==> src/rtl/date_set_ctrl.sv <==
// Front-panel date-set controller: debounced MODE/INC buttons walk a year/month/day
// edit sequence on a shadow date, then load it into the free-running counter chain.
module date_set_ctrl #(
  parameter int unsigned DB_CYCLES = 20000,
  parameter int unsigned BLINK_EXP = 22
) (
  input  logic       clk,
  input  logic       reset,
  input  logic       btn_mode,
  input  logic       btn_inc,
  input  logic [7:0] cur_year,
  input  logic [7:0] cur_month,
  input  logic [7:0] cur_day,
  output logic       run_en,
  output logic       load,
  output logic [7:0] ld_year,
  output logic [7:0] ld_month,
  output logic [7:0] ld_day,
  output logic [1:0] field,
  output logic       blink_on
);

  localparam int unsigned CW = (DB_CYCLES > 1) ? $clog2(DB_CYCLES) : 1;

  typedef enum logic [1:0] {
    RUN   = 2'b00,
    SET_Y = 2'b01,
    SET_M = 2'b10,
    SET_D = 2'b11
  } state_t;

  state_t               state, state_nxt;
  logic [1:0]           sync1, sync2, db, db_q;
  logic [1:0][CW-1:0]   db_cnt;
  logic                 press_mode_c, press_inc_c;
  logic [BLINK_EXP-1:0] blink_cnt, blink_nxt_c;
  logic [7:0]           year_nxt, month_nxt, day_nxt, max_day_c;
  logic                 load_nxt;

  // Leap test straight on BCD: even tens need ones 0/4/8, odd tens need ones 2/6
  function automatic logic is_leap(input logic [7:0] y);
    logic [3:0] o;
    o = y[3:0];
    if (y[4]) return (o == 4'h2) || (o == 4'h6);
    return (o == 4'h0) || (o == 4'h4) || (o == 4'h8);
  endfunction

  function automatic logic [7:0] days_in(input logic [7:0] y, input logic [7:0] m);
    case (m)
      8'h02:                      return is_leap(y) ? 8'h29 : 8'h28;
      8'h04, 8'h06, 8'h09, 8'h11: return 8'h30;
      default:                    return 8'h31;
    endcase
  endfunction

  // BCD +1 with decimal carry; anything at or above hi (including non-BCD) wraps to lo
  function automatic logic [7:0] bcd_inc(input logic [7:0] v, input logic [7:0] lo,
                                         input logic [7:0] hi);
    if (v >= hi) return lo;
    if (v[3:0] >= 4'h9) return {v[7:4] + 4'h1, 4'h0};
    return {v[7:4], v[3:0] + 4'h1};
  endfunction

  // Synchronize and debounce both buttons; index 0 = MODE, 1 = INC
  always_ff @(posedge clk or negedge reset) begin
    if (!reset) begin
      sync1  <= '0;
      sync2  <= '0;
      db     <= '0;
      db_q   <= '0;
      db_cnt <= '0;
    end else begin
      sync1 <= {btn_inc, btn_mode};
      sync2 <= sync1;
      db_q  <= db;
      for (int i = 0; i < 2; i++) begin
        if (sync2[i] != db[i]) begin
          if (db_cnt[i] == CW'(DB_CYCLES - 1)) begin
            db[i]     <= ~db[i];
            db_cnt[i] <= '0;
          end else begin
            db_cnt[i] <= db_cnt[i] + CW'(1);
          end
        end else begin
          db_cnt[i] <= '0;
        end
      end
    end
  end

  assign press_mode_c = db[0] & ~db_q[0];
  assign press_inc_c  = db[1] & ~db_q[1];
  assign blink_nxt_c  = blink_cnt + BLINK_EXP'(1);
  assign max_day_c    = days_in(ld_year, ld_month);

  // State and registered outputs
  always_ff @(posedge clk or negedge reset) begin
    if (!reset) begin
      state     <= RUN;
      run_en    <= 1'b1;
      field     <= 2'b00;
      load      <= 1'b0;
      ld_year   <= 8'h21;
      ld_month  <= 8'h01;
      ld_day    <= 8'h01;
      blink_cnt <= '0;
      blink_on  <= 1'b0;
    end else begin
      state     <= state_nxt;
      run_en    <= (state_nxt == RUN);
      field     <= state_nxt;
      load      <= load_nxt;
      ld_year   <= year_nxt;
      ld_month  <= month_nxt;
      ld_day    <= day_nxt;
      blink_cnt <= blink_nxt_c;
      blink_on  <= blink_nxt_c[BLINK_EXP-1] & (state_nxt != RUN);
    end
  end

  // Next state: only MODE presses move the sequence
  always_comb begin
    state_nxt = state;
    if (press_mode_c) begin
      case (state)
        RUN:     state_nxt = SET_Y;
        SET_Y:   state_nxt = SET_M;
        SET_M:   state_nxt = SET_D;
        default: state_nxt = RUN;
      endcase
    end
  end

  // Shadow-register and load-strobe updates; MODE has priority over INC
  always_comb begin
    year_nxt  = ld_year;
    month_nxt = ld_month;
    day_nxt   = ld_day;
    load_nxt  = 1'b0;
    if (press_mode_c) begin
      case (state)
        RUN: begin
          year_nxt  = cur_year;
          month_nxt = cur_month;
          day_nxt   = cur_day;
        end
        SET_M:   if (ld_day > max_day_c) day_nxt = max_day_c;
        SET_D:   load_nxt = 1'b1;
        default: ;
      endcase
    end else if (press_inc_c) begin
      case (state)
        SET_Y:   year_nxt  = bcd_inc(ld_year, 8'h21, 8'h48);
        SET_M:   month_nxt = bcd_inc(ld_month, 8'h01, 8'h12);
        SET_D:   day_nxt   = bcd_inc(ld_day, 8'h01, max_day_c);
        default: ;
      endcase
    end
  end

endmodule

==> config.mk <==
export PLATFORM = sky130hd
export DESIGN_NAME = date_set_ctrl
export DESIGN_NICKNAME = d
export VERILOG_FILES = /design/src/rtl/date_set_ctrl.sv
export SDC_FILE = /design/constraint.sdc
export NUM_CORES = 1
export LEC_CHECK = 0
export CORE_ASPECT_RATIO = 0.6
export CORE_MARGIN = 10
export CORE_UTILIZATION = 40
export CTS_CLUSTER_SIZE = 20
export DETAILED_ROUTE_END_ITERATION = 10
export PLACE_DENSITY = 0.74
export SETUP_SLACK_MARGIN = 0.02
export SLEW_MARGIN = 20
export SYNTH_ARGS = -nofsm -noshare
export SYNTH_HDL_FRONTEND = slang
export SYNTH_SLANG_ARGS = --single-unit
==> constraint.sdc <==
create_clock -name clk -period 2.81 [get_ports clk]
set_clock_uncertainty 0.15 [all_clocks]
set_input_delay 0.281 -clock clk [delete_from_list [all_inputs] [get_ports clk]]
set_output_delay 0.281 -clock clk [all_outputs]
set_load 0.02 [all_outputs]
==> results of run 1 <==
[power breakdown]
part	total, W	switching [W]	internal, W
Combinational	0.0000911	0.0000456	0.0000455
Sequential	0.00130	0.00000825	0.00129
Clock	0.00127	0.000556	0.000716
[metrics by stage]
step	total power (W)	util
finish	0.00266	0.532
global route	0.00276	0.532
CTS	0.00270	0.530
detailed placement	0.00141	0.495
global placement	0.00141	0.495
floorplan	0.00134	-
[cells in the mapped netlist (4+ instances only)]
master,number
and3_1,8
o21ai_0,15
nand2b_1,7
dfstp_2,5
a21oi_1,10
nand2_1,28
dfrtp_1,84
xor2_1,18
o22ai_1,7
inv_1,26
nand3_1,24
ha_1,28
xnor2_1,29
a211oi_1,4
nor2_1,53
a32oi_1,5
a31oi_1,4
nand4_1,11
and4_1,5
nor3_1,10
buf_2,4
[worst max-delay path: cells and delay by family, from the launching register on]
family / cells / cell delay, ns
AOI/OAI and AO/OA: 6 / 0.76
adders and majority gates: 2 / 0.37
buffers and inverters: 2 / 0.24
DFF: 1 / 0.56
and+or+nand+nor: 3 / 0.68
[final timing paths]
check / start / end / slack (ns) / cells after the start
max: ld_month[0] / ld_day[2] / -0.03 / 13
min in group asynchronous: reset / ld_year[6] / 0.34 / 2
max reg2reg: ld_month[0] / ld_day[2] / -0.03 / 13
min: sync1[1] / sync2[1] / 0.21 / 0
max in group asynchronous: reset / run_en / 1.44 / 3
min reg2reg: sync1[1] / sync2[1] / 0.21 / 0
[routing by layer]
layer,up-vias,share of wire,track usage
li1,1778,-,-
met1,1811,0.49,0.186
met2,82,0.46,0.203
met3,4,0.048,0.0423
met4,0,0.0039,0.0278
met5,-,0,0
[state kept, by name (all words and copies together), names as in the netlist]
name       cells
db_cnt        30
blink_cnt     22
ld_day         8
ld_month       8
ld_year        8
db             2
db_q           2
state          2
sync1          2
sync2          2
blink_on       1
load           1
run_en         1
[timing repair]
item                       4_1_cts  5_1_grt
cloned                           0        0
setup endpoints to repair        8        8
gates resized for setup         12        4
buffers inserted                 2        3
hold endpoints to repair        44        0
hold buffers                     1        0
pin swaps                        7        7
[logic make-up after synthesis]
group | after synthesis
AO/OA/AOI/OAI | 79
XOR/XNOR | 47
adder cells (fa/ha/maj) | 28
buffers and inverters | 37
flip-flops | 89
multiplexers | 6
AND/OR/NAND/NOR | 170
[layout make-up]
class                           count  area [um^2]  share of cell area
Clock buffer                        9          225              0.0370
Clock inverter                      7         95.1              0.0156
Inverter                           27          104              0.0170
Multi-Input combinational cell    330         2430               0.400
Sequential cell                    89         2230               0.367
Tap cell                          160          200              0.0329
Timing Repair Buffer               85          798               0.131
==> summary.md, run 1 <==
| Metric | Value |
|---|---|
| Status | finished, violations left |
| Failing checks | setup timing |
| Slew Limit Fails | 0 |
| Placed cell count | 685 |
| F_max | 352 MHz |
| FP Rows | 30 |
| Slowest CP cell | dfstp_2 |
| DRC Markers | 0 |
| Fin crit share | 1.01 |
| Setup total negative slack | -0.0727 ns |
| Async set or reset register ratio after synthesis | 1.00 |
| Number of flops mapped to enable cells by yosys | 0 |
| Vias in the first global route | 3764 |
| Critical path required time | 2.93 ns |
| Synth Area in Adders | 0.0737 |
| Crit Path Max Fanout | 5 |
| Yosys reg bits | 89 |
| CP arrival | 2.96 ns |
| Post-Layout Cell Count | 707 |
| Synth Area in Compound Gates | 0.127 |
| MaxCap Viol Count | 0 |
| Worst slew margin | 0.557 |
| WHS | 0.214 ns |
| CTS tree | yes |
| Starting Density | 0.415 |
| Worst-Skew Late Latency | 0.35 ns |
| Ys Warns | 0 |
| Via/cell ratio | 5.20 |
| Post-route cell area | 6090 um^2 |
| Syn avg cell area | 10.4 um^2 |
| H-tree lvl count | 3 |
| Largest family of logic cells by synthesized area | simple AND/OR/NAND/NOR gates |
| Clk sinks | 89 |
| PnR worst setup slack | -0.0311 ns |
| Routed WL per cell | 15.9 um |
| CTS root buffer | clkbuf_16 |
| CTS Buffer Depth | 2 |
| Die area | 16800 um^2 |
| Multiplexer share of the synthesized area | 0.0134 |
| Die span in y | 104 um |
| WL final | 11.2 mm |
| Layout area overhead | 28.2% |
| DR pass1 iterations | 4 |
| Cell taking the most area after synthesis | dfrtp_1 |
| Fin nets | 598 |
| Mapped Area | 4750 um^2 |
| Initial DRC Count | 209 |
| Crit path kind | reg2reg |
| Simple-gate share of the synthesized area | 0.195 |
| GRT Total Usage | 0.135 |
| Min Tclk post-route | 2.84 ns |
| Vias | 3675 |
| HP Class | reg2reg |
| Filler Cells Inserted | 1000 |
| Port bufs | 56 |
| Ant diodes | 0 |
| CP cell instances | inv_2 > ha_4 > o21ai_2 > o21ai_1 > and3_1 > o31ai_2 > ha_2 > nor4b_4 > o21ai_2 > nor3b_4 > buf_6 > a31oi_1 > o22ai_1 |
| Cell mode on critical path | o21ai_2 |
| Initial antenna violation count | 0 |
| Commonest non-fill, non-tap cell in the layout | dfrtp_1 |
| Pin count of the biggest net entering global routing | 50 |
| Commonest non-fill, non-tap cells in the layout | dfrtp_1, clkdlybuf4s50_1, nor2_1 |
| Post-DP HPWL | 8.25 mm |
| Cell area power density | 437 nW/um^2 |
| Area of the core | 11400 um^2 |
| RSZ-0062 raised after global routing | true |
| Post-synthesis sequential area ratio | 0.470 |
| Die W | 161 um |
| RD Place Congestion | 0.833 |
| Critical Path Source Type | flip-flop |
| Worst VDD drop | 0.000343 V |
| Top cell type's share of synthesized area | 0.442 |
| Reg clk slew, reported paths | 0.07 ns |
| Gr ovfl total | 0 |
| Synthesized instance count | 456 |
| Delay of the slowest cell on the worst path | 0.56 ns |
| Ys flop type | dfrtp_1 |
| CTS Buf Count | 9 |
| Top post-synthesis cells by area | dfrtp_1, ha_1, xnor2_1 |
| Worst slew pin tran | 0.664 ns |
| Cell leakage power | 2.65 nW |
| First-pass GRT wire length | 19.1 mm |
| Layout cells sized above 1 | 0.165 |
| Num ports | 57 |
| DP Area | 5670 um^2 |
| Routed Antenna Nets | 0 |
| Worst slack, placed | -0.111 ns |
| Unique masters post-synth | 68 |
| Post-Synthesis Net Count | 512 |
| Post-Synth XOR/XNOR Area | 0.0866 |
| Final setup fails | 5 |
| Crit end category | flip-flop |
| Hold Vio Cnt, Final | 0 |
Power figures use the tool's default switching activity.
==> run 2: changes to the inputs <==
--- a/config.mk
+++ b/config.mk
@@ -5,12 +5,14 @@
 export SDC_FILE = /design/constraint.sdc
 export NUM_CORES = 1
 export LEC_CHECK = 0
+export CELL_PAD_IN_SITES_DETAIL_PLACEMENT = 0
+export CELL_PAD_IN_SITES_GLOBAL_PLACEMENT = 1
 export CORE_ASPECT_RATIO = 0.6
 export CORE_MARGIN = 10
 export CORE_UTILIZATION = 40
 export CTS_CLUSTER_SIZE = 20
 export DETAILED_ROUTE_END_ITERATION = 10
-export PLACE_DENSITY = 0.74
+export PLACE_DENSITY = 0.88
 export SETUP_SLACK_MARGIN = 0.02
 export SLEW_MARGIN = 20
 export SYNTH_ARGS = -nofsm -noshare
==> run 2 against run 1 <==
Net effect: register-to-register slack worse by 0.07 ns; final area is 0.66% lower; critical endpoint is now ld_day[1]; utilization is 0.35 points lower; global-route usage is 0.16 points higher; hold slack worse by 0.010 ns; sequential power hardly changed; the flow still finishes with violations (setup timing); clock-buffer cell count stayed put; first-iteration DRC count is 19% lower; critical path depth is 1 higher; setup slack worse by 0.072 ns; non-clock buffer count is 6 lower; largest cell class unchanged; cell count is 0.85% lower; critical path type unchanged.
==> summary.md, run 2 (synthesis gave the netlist of run 1 again) <==
| Metric | Value |
|---|---|
| Final setup fails | 7 |
| CTS tree | yes |
| Pin count of the biggest net entering global routing | 53 |
| Cell area power density | 430 nW/um^2 |
| Vias in the first global route | 3701 |
| Hold Vio Cnt, Final | 0 |
| DRC Markers | 0 |
| Max layer used | met4 |
| Worst VDD drop | 0.000314 V |
| Reg clk slew, reported paths | 0.07 ns |
| Register bank with the most flops | db_cnt |
| Initial DRC Count | 169 |
| Slew Limit Fails | 0 |
| Starting Density | 0.415 |
| Fin crit share | 1.04 |
| Vias | 3616 |
| MaxCap Viol Count | 0 |
| Routed Antenna Nets | 0 |
| Worst slew pin tran | 0.798 ns |
| Crit Path Max Fanout | 6 |
| CP cell instances | inv_4 > ha_4 > o21ai_2 > o21ai_1 > and3_1 > o31ai_2 > ha_1 > and4_1 > nand2_2 > nor3b_4 > buf_6 > buf_6 > a32oi_1 > o21ai_1 |
| CTS Buf Count | 9 |
| Status | finished, violations left |
| Die W | 161 um |
| Failing checks | setup timing |
| Commonest non-fill, non-tap cells in the layout | dfrtp_1, clkdlybuf4s50_1, nor2_1 |
| WL final | 11.5 mm |
| Delay of the slowest cell on the worst path | 0.59 ns |
| Layout area overhead | 27.4% |
| Worst slack, placed | -0.0881 ns |
| DP Area | 5640 um^2 |
| FP Rows | 30 |
| Post-route cell area | 6050 um^2 |
| Met3 wire length | 598 um |
| Layout cells sized above 1 | 0.157 |
| F_max | 343 MHz |
| Via/cell ratio | 5.16 |
| RSZ-0062 raised after global routing | true |
| Die span in y | 104 um |
| Filler Cells Inserted | 984 |
| Biggest regs | db_cnt (30), blink_cnt (22) |
| GRT Total Usage | 0.137 |
| Num ports | 57 |
| Worst slew margin | 0.464 |
| Fin nets | 592 |
| Metal2 WL | 5.06 mm |
| Critical path required time | 2.92 ns |
| Clk sinks | 89 |
| RD Place Congestion | 0.835 |
| CTS Buffer Depth | 2 |
| PnR worst setup slack | -0.103 ns |
| Area of the core | 11400 um^2 |
| Routed WL per cell | 16.4 um |
| CTS root buffer | clkbuf_16 |
| Max reg flops | 30 |
| Worst-Skew Late Latency | 0.34 ns |
| H-tree lvl count | 3 |
| CP arrival | 3.02 ns |
| Cell leakage power | 2.62 nW |
| Post-DP HPWL | 8.28 mm |
| Min Tclk post-route | 2.91 ns |
| DR pass1 iterations | 5 |
| Commonest non-fill, non-tap cell in the layout | dfrtp_1 |
| Port bufs | 56 |
| Die area | 16800 um^2 |
| HP Class | reg2reg |
| Slowest CP cell | dfstp_2 |
| Initial antenna violation count | 0 |
| Critical Path Source Type | flip-flop |
| Crit path kind | reg2reg |
| Crit end category | flip-flop |
| First-pass GRT wire length | 19.1 mm |
| Met1 Wirelength | 5.73 mm |
| Ant diodes | 0 |
| Gr ovfl total | 0 |
==> run 2: area by class of cell <==
| type | instances | area [um^2] | area share |
|---|---|---|---|
| multi-input cells | 330 | 2450 | 0.405 |
| flip-flops and latches | 89 | 2230 | 0.369 |
| repair buffers | 79 | 757 | 0.125 |
| clock buffers | 9 | 225 | 0.0372 |
| well taps | 160 | 200 | 0.0331 |
| inverters | 27 | 106 | 0.0176 |
| clock inverters | 7 | 76.3 | 0.0126 |
==> run 2: worst max-delay path, delay by kind of cell (launching register included) <==
| family | cells | cell delay (ns) |
|---|---|---|
| AOI/OAI and AO/OA | 5 | 0.70 |
| and+or+nand+nor | 4 | 0.65 |
| DFF | 1 | 0.59 |
| adders and majority gates | 2 | 0.43 |
| buffers and inverters | 3 | 0.32 |
==> run 2: worst paths after layout <==
check | to | slack [ns] | depth (start not counted) | startpoint
setup / recovery | ld_day[1] | -0.10 | 14 | ld_month[0]
hold / removal | sync2[1] | 0.20 | 0 | sync1[1]
setup reg to reg | ld_day[1] | -0.10 | 14 | ld_month[0]
hold reg to reg | sync2[1] | 0.20 | 0 | sync1[1]
max in group asynchronous | run_en | 1.49 | 3 | reset
min in group asynchronous | ld_day[3] | 0.33 | 2 | reset
==> run 2: timing repair <==
action | 4_1_cts | 5_1_grt
resized for setup | 8 | 11
hold buffers | 1 | 0
setup endpoints to repair | 8 | 8
setup buffers | 1 | 2
gates cloned | 0 | 0
pin swaps | 1 | 10
endpoints found under the hold margin | 33 | 0
==> run 2: power by group <==
group	internal, W	switching, W	leakage, nW
clock	0.000698	0.000512	0.148
combinational	0.0000455	0.0000466	1.33
sequential	0.00129	0.00000838	1.13
total	0.00203	0.000567	2.62
==> run 2: metrics by stage <==
step                cells  hold slack, ns  power (W)   util  TNS (ns)
floorplan             456          -0.165    0.00134      -  -0.00835
global placement      681           0.145    0.00141  0.492         0
detailed placement    681           0.145    0.00142  0.492    -0.569
CTS                   699           0.206    0.00264  0.523    -0.108
global route          701           0.209    0.00270  0.529     -1.44
finish                701           0.203    0.00260  0.529    -0.489
==> run 2: metal layers <==
layer	up-vias	GRT usage
met5	-	0
met4	0	0.0304
li1	1777	-
met3	6	0.0399
met2	98	0.203
met1	1735	0.192
==> run 3: changes to the inputs <==
--- a/config.mk
+++ b/config.mk
@@ -10,6 +10,7 @@
 export CORE_ASPECT_RATIO = 0.6
 export CORE_MARGIN = 10
 export CORE_UTILIZATION = 40
+export CTS_CLUSTER_DIAMETER = 50
 export CTS_CLUSTER_SIZE = 20
 export DETAILED_ROUTE_END_ITERATION = 10
 export PLACE_DENSITY = 0.88
==> results of run 3 <==
Same layout as run 2: the final DEF is identical, and so are final timing and power.
